File: config.mk
export PLATFORM = sky130hd
export DESIGN_NAME = text_pixel_fetcher_16x4
export DESIGN_NICKNAME = d
export VERILOG_FILES = /design/src/rtl/text_pixel_fetcher_16x4.sv
export SDC_FILE = /design/constraint.sdc
export NUM_CORES = 1
export LEC_CHECK = 0
export CAP_MARGIN = 20
export CORE_ASPECT_RATIO = 2
export CORE_MARGIN = 5
export CORE_UTILIZATION = 43
export DETAILED_ROUTE_END_ITERATION = 12
export GPL_TIMING_DRIVEN = 0
export PLACE_DENSITY = 0.73
export SYNTH_ARGS = -nofsm -noshare
export SYNTH_HDL_FRONTEND = slang
export SYNTH_SLANG_ARGS = --single-unit
File: constraint.sdc
create_clock -name clk -period 2.8 [get_ports clk]
set_input_delay 0.56 -clock clk [delete_from_list [all_inputs] [get_ports clk]]
set_output_delay 0.56 -clock clk [all_outputs]
set_load 0.02 [all_outputs]
File: src/rtl/text_pixel_fetcher_16x4.sv
`default_nettype none
// text_pixel_fetcher_16x4: steps a toggle-driven pixel generator through one text frame
// and presents each captured pixel byte on a valid/ready stream.
module text_pixel_fetcher_16x4 #(
  parameter int TEXT_WIDTH    = 16,
  parameter int TEXT_HEIGHT   = 4,
  parameter int CHAR_HEIGHT   = 16,
  parameter int FETCH_LATENCY = 4,
  localparam int COL_W = (TEXT_WIDTH > 1) ? $clog2(TEXT_WIDTH) : 1,
  localparam int ROW_W = (TEXT_HEIGHT * CHAR_HEIGHT > 1) ? $clog2(TEXT_HEIGHT * CHAR_HEIGHT) : 1
) (
  input  logic             clk,
  input  logic             reset_n,
  input  logic             start,
  output logic             toggle_restart,
  output logic             toggle_next,
  input  logic [7:0]       gen_pixels,
  input  logic [7:0]       gen_char,
  output logic [7:0]       pix_data,
  output logic [7:0]       pix_char,
  output logic [COL_W-1:0] pix_col,
  output logic [ROW_W-1:0] pix_row,
  output logic             pix_last,
  output logic             pix_valid,
  input  logic             pix_ready,
  output logic             busy,
  output logic             frame_done
);

  localparam logic [COL_W-1:0] LAST_COL  = COL_W'(TEXT_WIDTH - 1);
  localparam logic [ROW_W-1:0] LAST_ROW  = ROW_W'(TEXT_HEIGHT * CHAR_HEIGHT - 1);
  localparam logic [3:0]       WAIT_LAST = 4'(FETCH_LATENCY - 1);

  typedef enum logic [1:0] {
    S_IDLE    = 2'd0,
    S_WAIT    = 2'd1,
    S_PRESENT = 2'd2,
    S_DONE    = 2'd3
  } state_t;

  state_t           state_q;
  logic [3:0]       wait_q;
  logic             restart_q;
  logic             next_q;
  logic [7:0]       data_q;
  logic [7:0]       char_q;
  logic [COL_W-1:0] col_q;
  logic [ROW_W-1:0] row_q;
  logic             last_q;
  logic             valid_q;
  logic             busy_q;
  logic             done_q;

  logic [COL_W-1:0] col_d;
  logic [ROW_W-1:0] row_d;
  logic             at_last_pos;

  always_comb begin
    col_d = col_q + COL_W'(1);
    row_d = row_q;
    if (col_q == LAST_COL) begin
      col_d = '0;
      row_d = row_q + ROW_W'(1);
    end
  end

  assign at_last_pos = (col_q == LAST_COL) && (row_q == LAST_ROW);

  always_ff @(posedge clk or negedge reset_n) begin
    if (!reset_n) begin
      state_q   <= S_IDLE;
      wait_q    <= '0;
      restart_q <= 1'b0;
      next_q    <= 1'b0;
      data_q    <= '0;
      char_q    <= '0;
      col_q     <= '0;
      row_q     <= '0;
      last_q    <= 1'b0;
      valid_q   <= 1'b0;
      busy_q    <= 1'b0;
      done_q    <= 1'b0;
    end else begin
      done_q <= 1'b0;
      case (state_q)
        S_IDLE: begin
          if (start) begin
            restart_q <= ~restart_q;
            col_q     <= '0;
            row_q     <= '0;
            wait_q    <= '0;
            busy_q    <= 1'b1;
            state_q   <= S_WAIT;
          end
        end
        S_WAIT: begin
          // The generator output has settled by the final count after the toggle edge.
          if (wait_q == WAIT_LAST) begin
            data_q  <= gen_pixels;
            char_q  <= gen_char;
            last_q  <= at_last_pos;
            valid_q <= 1'b1;
            state_q <= S_PRESENT;
          end else begin
            wait_q <= wait_q + 4'd1;
          end
        end
        S_PRESENT: begin
          if (valid_q && pix_ready) begin
            valid_q <= 1'b0;
            last_q  <= 1'b0;
            if (last_q) begin
              done_q  <= 1'b1;
              state_q <= S_DONE;
            end else begin
              next_q  <= ~next_q;
              col_q   <= col_d;
              row_q   <= row_d;
              wait_q  <= '0;
              state_q <= S_WAIT;
            end
          end
        end
        S_DONE: begin
          busy_q  <= 1'b0;
          state_q <= S_IDLE;
        end
        default: state_q <= S_IDLE;
      endcase
    end
  end

  assign toggle_restart = restart_q;
  assign toggle_next    = next_q;
  assign pix_data       = data_q;
  assign pix_char       = char_q;
  assign pix_col        = col_q;
  assign pix_row        = row_q;
  assign pix_last       = last_q;
  assign pix_valid      = valid_q;
  assign busy           = busy_q;
  assign frame_done     = done_q;

endmodule
`default_nettype wire

* After elaboration in Yosys (flattened, before gate mapping)
Cells that the tools add are included.
** Cells by class
- $add $sub $neg :: 3
- Equal/unequal tests :: 12
- Multiplexer cells :: 29
- Bitwise logic cells :: 3
- Reduce and logical (&&, ||, !) cells :: 16
** Operator list (count)
- $mux W4 :: 7
- $mux W6 :: 4
- $ne A2 B2 Y1 const B :: 6
- $pmux W4 S3 :: 1
- $pmux W6 S2 :: 1
- $reduce_and A5 Y1 :: 2
- $reduce_and A3 Y1 :: 3
- $add A4 B1 Y4 const B :: 2
- $mux W2 :: 4
- $pmux W2 S4 :: 1
- $pmux W4 S2 :: 1
- $mux W1 :: 7
- $add A6 B1 Y6 const B :: 1
- $eq A6 B6 Y1 const B :: 1
- $pmux W1 S2 :: 3
- $reduce_and A2 Y1 :: 3
- $reduce_bool A2 Y1 :: 3
- $eq A2 B2 Y1 const B :: 2
- $eq A4 B2 Y1 const B :: 1
- $eq A4 B4 Y1 const B :: 1
- $reduce_and A4 Y1 :: 1
- $not A1 Y1 :: 3
- $reduce_bool A3 Y1 :: 1
- $eq A2 B1 Y1 const B :: 1
- other kinds (2) :: 3
** Word-level totals
- Register bits after elaboration :: 38
- Bits of input ports :: 20
- Output and inout port bits :: 32
- Word-level logic and storage cells :: 75

* Logic depth before layout (Yosys ltp)
Gate-level depths: netlist of run 1.
- Word-level depth :: 5
- Mapped depth :: 5
- Mapped depth without buffers :: 4

* Worst setup path before layout of run 1
No wires, ideal clock.
- Path type :: reg2reg
- From :: reg col_q[0] (netlist: pix_col[0])
- To :: reg row_q[5] (netlist: pix_row[5])
- Library setup time :: 0.101 ns
- Arrival :: 1.597 ns
- Required time :: 2.699 ns
- Setup slack :: 1.102 ns
- Cell stages (with the launch flop) :: 5
- Buffers on the path :: 0
- Period minus slack after synthesis :: 1.698 ns
- Cells stage by stage :: dfrtp_1 ha_1 nand2_1 or4b_4 o311ai_2
** On the way
- Word-level cells in the longest chain between the ends :: 3
** Ends and longest elaborated chain
- start, declared :: RTL line 47 : logic [COL_W-1:0] col_q;
- start signal, assigned :: RTL line 117 : col_q <= col_d;
- $eq A4 B4 Y1 :: RTL line 61 : if (col_q == LAST_COL) begin
- $ne A2 B2 Y1 (no source line)
- $reduce_and A5 Y1 (no source line)
- end signal, assigned :: RTL line 118 : row_q <= row_d;
- end, declared :: RTL line 48 : logic [ROW_W-1:0] row_q;
No other way between the ends.
A chain may end at the register's enable or synchronous reset.

* Final worst setup path of run 1
- From :: reg last_q (netlist: pix_last)
- To :: out pix_last
** RTL lines
- start, declared :: RTL line 49 : logic last_q;
- start signal, assigned :: RTL line 101 : last_q <= at_last_pos;
- end, declared :: RTL line 23 : output logic pix_last,
No word-level cell between the ends.

==> results of run 1 <==
## layer usage
layer | vias up | share of wire, %
li1 | 711 | -
met1 | 748 | 37
met2 | 82 | 54
met3 | 7 | 7.6
met4 | 0 | 1.8
met5 | - | 0
## worst max-delay path by stage
stage	end	slack, ns	cells past startpoint
after detailed placement	pix_row[5]$_DFFE_PN0P_	0.50	4
after floorplan	pix_row[5]$_DFFE_PN0P_	1.10	4
after global routing	pix_row[5]$_DFFE_PN0P_	0.67	4
after global placement	wait_q[1]$_DFFE_PN0P_	0.37	1
final	pix_last	0.78	1
after CTS	pix_last	0.78	1
## flip-flops by register name (all words and copies together), names as in the netlist, 2 cells and up
signal	cells
pix_row	6
wait_q	4
pix_data	8
pix_col	4
state_q	2
pix_char	8
## cell usage after synthesis, types with 3 or more instances
cell type | n | area (um^2)
nand3_1 | 5 | 25.0
mux2_1 | 16 | 180
buf_2 | 5 | 25.0
o21ai_0 | 4 | 20.0
nand4_1 | 4 | 25.0
a21oi_1 | 5 | 25.0
o211ai_1 | 4 | 30.0
mux2i_1 | 4 | 40.0
inv_1 | 8 | 30.0
dfrtp_1 | 38 | 951
and3_1 | 4 | 25.0
nand2_1 | 15 | 56.3
ha_1 | 3 | 37.5
a31oi_1 | 3 | 18.8
nand2b_1 | 4 | 25.0
## cell type report
cell class                 count  area [um^2]
fill                         352         1630
sequential                    38          951
multi-input combinational    108          820
timing repair buffer          51          505
clock buffer                   6         82.6
tap                           52         65.1
inverter                       8         30.0
buffer                         6         28.8
clock inverter                 2         12.5
## power groups by stage
stage / registers (mW) / logic (mW) / clock network (mW)
final: 0.952 / 1.25 / 0.388
after global routing: 0.985 / 1.34 / 0.415
after CTS: 0.950 / 1.27 / 0.394
after detailed placement: 0.960 / 1.26 / 0
after global placement: 0.945 / 1.24 / 0
after floorplan: 1.15 / 0.509 / 0
## per-stage QoR
stage	worst slack [ns]	hold slack, ns	instance area (um^2)	total power [mW]
after floorplan	1.10	0.264	1830	1.66
after global placement	0.369	0.463	2400	2.18
after detailed placement	0.502	0.465	2400	2.22
after CTS	0.779	0.387	2490	2.61
after global routing	0.674	0.438	2490	2.74
final	0.783	0.356	2490	2.59
## cells by family after synthesis
logic type,Yosys count
adder cells (fa/ha/maj),3
AND/OR/NAND/NOR,49
flip-flops,38
XOR/XNOR,2
buffers and inverters,14
AO/OA/AOI/OAI,34
multiplexers,20
==> results.cfg, run 1 <==
[drt]
drc = 0
wl_um = 4410
vias = 1548
wl_per_cell_um = 16.3
viasPerCell = 5.71
drtIter0Drc = 39
postRouteAntennaNets = 0
drt_pass1_iterations = 4

[pwr]
switching_share_pct = 39.1
vdd_drop_max_mv = 0.729
pwr-share-seq_pct = 36.8
p_leak_nw = 1.04
comb_power_share_pct = 48.3
power_density_nw_per_um2 = 1040
power_frac_clock_pct = 15.0
intPower_mw = 1.58
p_switching_mw = 1.01

[worst_setup_path]
worstSetupStartpointType = flip-flop
r2r_start = pix_col[0]$_DFFE_PN0P_
cp_num_buf_inv = 1
cp.required_ns = 2.24
critical_path_class = flip-flop to output port
r2r-end = pix_row[5]$_DFFE_PN0P_
worstPathArrival_ns = 1.46
crit_family = buffers and inverters
slowest_delay_ns = 0.66
worstRegToRegCells = 4
reg2reg_slack_ns = 1.08
cp_slowest_cell = clkdlybuf4s50_1
cp_cell_sequence = clkdlybuf4s50_1
startpoint = pix_last$_DFFE_PN0P_
cp-end-kind = output port
critical_path.max_fanout = 9

[placement]
port_buffers = 51
placedCellCount = 263
gp_congestion = 0.896
dp_hpwl_um = 3400

[logic_synthesis]
avgSynthCellArea_um2 = 11.4
ys_types = 43
synth_compound_area_share_pct = 13.2
synth_seq_cells = 38
synth_top_family_by_area = simple AND/OR/NAND/NOR gates
synth_xor_xnor_area_share_pct = 0.958
syn_inst = 160
yosys.area_share.simple_pct = 16.6
synth_fp_nets = 183
synth-adder-area-share_pct = 2.05
synth_edf_count = 0
async_flop_share_pct = 100
synth-seq-area-share_pct = 52.0
synth_mux_area_share_pct = 12.0
syn_area_um2 = 1830
synthFlopType = dfrtp_1
yosysWarnings = 0

[global_routing]
use_met3_pct = 4.17
grt_usage_pct = 16.3
overflow = 0
grt_pass1_vias = 1606
grt_use_met1_pct = 16.8
top_usage_layer = met2
grt_max_degree = 39
grt_pass1_wl_um = 7400
gr-usage-met2_pct = 30.0
antenna_found_initial = 0

[layout]
stdcell_count = 271
nets = 241
utilization_pct = 60.4
area_growth_syn_to_layout_pct = 36.4
drive_above_1_share_pct = 8.22
antennaDiodeCount = 0
layout_common_cells = 50 x clkdlybuf4s50_1, 38 x dfrtp_1, 16 x mux2_1
final_common_cell = clkdlybuf4s50_1

[timing]
skew_ns = 0.0125
drv_slew = 0
hold_viol = 0
finalCriticalPeriod_ns = 2.02
post-route-period-util_pct = 72.0
slew-limit-headroom_pct = 45.7
finalSetupViolations = 0
rsz0062_at_grt = no
worst_pin_slew_ns = 0.814
fmax_mhz = 496
tns_ns = 0

[die]
die_w_um = 56.1
pin_count = 52
die_h_um = 102
rows = 33
core_um2 = 4130
start_util_pct = 44.3
die_area_um2 = 5740

[clocking]
cts_root_buf = clkbuf_8
holdBufCountCts = 0
cts_setup_buffers = 0
cts_tree = yes
cts_buffers = 5
cts_resized = 0
htreeDepth = 2
cts_sinks = 38
clock_path_buffers = 2
clk_latency_ns = 0.29
cts.clk_slew.worst_paths_ns = 0.08

[hold_path]
hold_path.class = input port to async pin

[job]
cap_violations = 0

[run_status]
status = finished clean
Power figures use the tool's default switching activity.
==> run 2: changes to the inputs <==
Clock period 2.8 ns to 2 ns, I/O delays scaled along.
==> results of run 2 <==
Same layout as run 1 (identical final DEF). Status: finished clean.
Among the figures that moved: setup slack after placement 0.502 ns -> -0.138 ns; setup slack after layout 0.783 ns -> 0.143 ns; hold slack 0.356 ns -> 0.196 ns; register-to-register setup slack 1.08 ns -> 0.28 ns; total power 2.59 mW -> 3.62 mW; worst IR drop on VDD 0.729 mV -> 1.02 mV
==> run 3: changes to the inputs <==
Settings changed: GPL_TIMING_DRIVEN 0 to not set.
==> run 3 against run 2 <==
Clock-buffer cell count is 1 lower. Sequential power is 4% higher. Highest routed layer unchanged. Flip-flop and latch count stayed put. Combinational power hardly changed. First-iteration DRC count is 23% higher. Cell area is 3.0% higher. Clock skew is 0.0039 ns lower. Sequential share of layout area is 1.1 points lower. Clock power is 41% higher. Wire length is 2.0% higher. Critical path type unchanged. Register-to-register slack worse by 0.04 ns.
==> results.cfg, run 3 (synthesis gave the netlist of run 1 again) <==
[clocking]
cts_resized = 0
cts_sinks = 38
htreeDepth = 2
cts.clk_slew.worst_paths_ns = 0.07
clk_latency_ns = 0.29
clock_path_buffers = 2
cts_tree = yes
holdBufCountCts = 0
cts_root_buf = clkbuf_8
cts_setup_buffers = 0
cts_buffers = 5

[timing]
rsz0062_at_grt = no
finalWorstSetupSlack_ns = 0.107
drv_slew = 0
finalSetupViolations = 0
finalCriticalPeriod_ns = 1.89
skew_ns = 0.00859
tns_ns = 0
post-route-period-util_pct = 94.6
slew-limit-headroom_pct = 69.1
worst_pin_slew_ns = 0.463
fmax_mhz = 528
hold_viol = 0

[drt]
postRouteAntennaNets = 0
drc = 0
wl_per_cell_um = 16.5
viasPerCell = 5.58
drtIter0Drc = 48
wl_um = 4490
vias = 1523
drt_pass1_iterations = 4

[global_routing]
overflow = 0
grt_max_degree = 39
grt_pass1_vias = 1609
grt_use_met1_pct = 17.3
use_met3_pct = 5.06
grt_usage_pct = 16.8
grt_pass1_wl_um = 7570
top_usage_layer = met2
antenna_found_initial = 0
gr-usage-met2_pct = 30.9

[placement]
dp_hpwl_um = 3490
post-place-ws_ns = 0.0297
gp_congestion = 0.870
port_buffers = 51

[worst_setup_path]
cp-end-kind = output port
cp_slowest_cell = clkdlybuf4s50_1
crit_family = buffers and inverters
worstSetupStartpointType = flip-flop
cp_cell_sequence = clkdlybuf4s50_1
cp_num_buf_inv = 1
critical_path.max_fanout = 10
worstPathArrival_ns = 1.49
critical_path_class = flip-flop to output port
crit_cells = 1
cp.required_ns = 1.60
worstRegToRegCells = 4
slowest_delay_ns = 0.68

[run_status]
status = finished clean

[job]
cap_violations = 0

[die]
pin_count = 52
core_um2 = 4130
die_h_um = 102
die_w_um = 56.1
die_area_um2 = 5740
start_util_pct = 44.3
rows = 33

[pwr]
p_leak_nw = 1.07
switching_share_pct = 36.9
comb_power_share_pct = 44.7
p_switching_mw = 1.43
power_frac_clock_pct = 19.7
vdd_drop_max_mv = 1.13
pwr-share-seq_pct = 35.5
intPower_mw = 2.45
power_density_nw_per_um2 = 1510

[layout]
nFillCells = 339
utilization_pct = 62.2
drive_above_1_share_pct = 9.50
area_growth_syn_to_layout_pct = 40.4
nets = 243
layout_common_cells = 50 x clkdlybuf4s50_1, 38 x dfrtp_1, 16 x mux2_1
final_common_cell = clkdlybuf4s50_1
antennaDiodeCount = 0

[hold_path]
hold_path.class = input port to async pin
run 3: changes by cell type in the layout (fill, tap and decap cells not counted), sizes merged:
cell,change
buf,+3
clkbuf,-2
clkinvlp,-1
bufinv,+2
run 3: layout make-up:
class | count | area [um^2] | share of cell area (%)
clock buffers | 5 | 68.8 | 2.68
clock inverters | 3 | 68.8 | 2.68
inverters | 8 | 30.0 | 1.17
multi-input cells | 108 | 820 | 31.9
flip-flops and latches | 38 | 951 | 37.0
well taps | 52 | 65.1 | 2.53
repair buffers | 59 | 566 | 22.0
run 3: layer usage:
layer  vias to the layer above  part of all wire, %
li1                        715                    -
met1                       736                   38
met2                        61                   53
met3                        11                  6.8
met4                         0                  2.5
met5                         -                    0
run 3: worst paths after layout:
check                                           start                         end  slack [ns]
min in group clk           toggle_restart$_DFFE_PN0P_  toggle_restart$_DFFE_PN0P_        0.47
max reg2reg                    pix_col[0]$_DFFE_PN0P_      pix_row[5]$_DFFE_PN0P_        0.24
max                            pix_col[2]$_DFFE_PN0P_                  pix_col[2]        0.11
min                                           reset_n      pix_col[2]$_DFFE_PN0P_        0.14
min reg2reg                toggle_restart$_DFFE_PN0P_  toggle_restart$_DFFE_PN0P_        0.47
max in group asynchronous                     reset_n     pix_data[0]$_DFFE_PN0P_        1.53
run 3: through the flow:
| stage | cells | instance area, um^2 | hold slack, ns | power (mW) |
|---|---|---|---|---|
| finish | 273 | 2570 | 0.145 | 3.88 |
| global route | 273 | 2570 | 0.187 | 4.12 |
| CTS | 273 | 2570 | 0.161 | 3.92 |
| detailed placement | 265 | 2430 | 0.466 | 3.14 |
| global placement | 265 | 2430 | 0.465 | 3.07 |
| floorplan | 160 | 1830 | 0.104 | 2.32 |
run 3: power groups by stage:
stage          Clock [mW]  Sequential (mW)  Combinational (mW)
2_1_floorplan           0             1.61               0.713
3_3_place_gp            0             1.36                1.71
3_5_place_dp            0             1.39                1.75
4_1_cts             0.782             1.37                1.76
5_1_grt             0.820             1.42                1.88
6_report            0.765             1.38                1.73
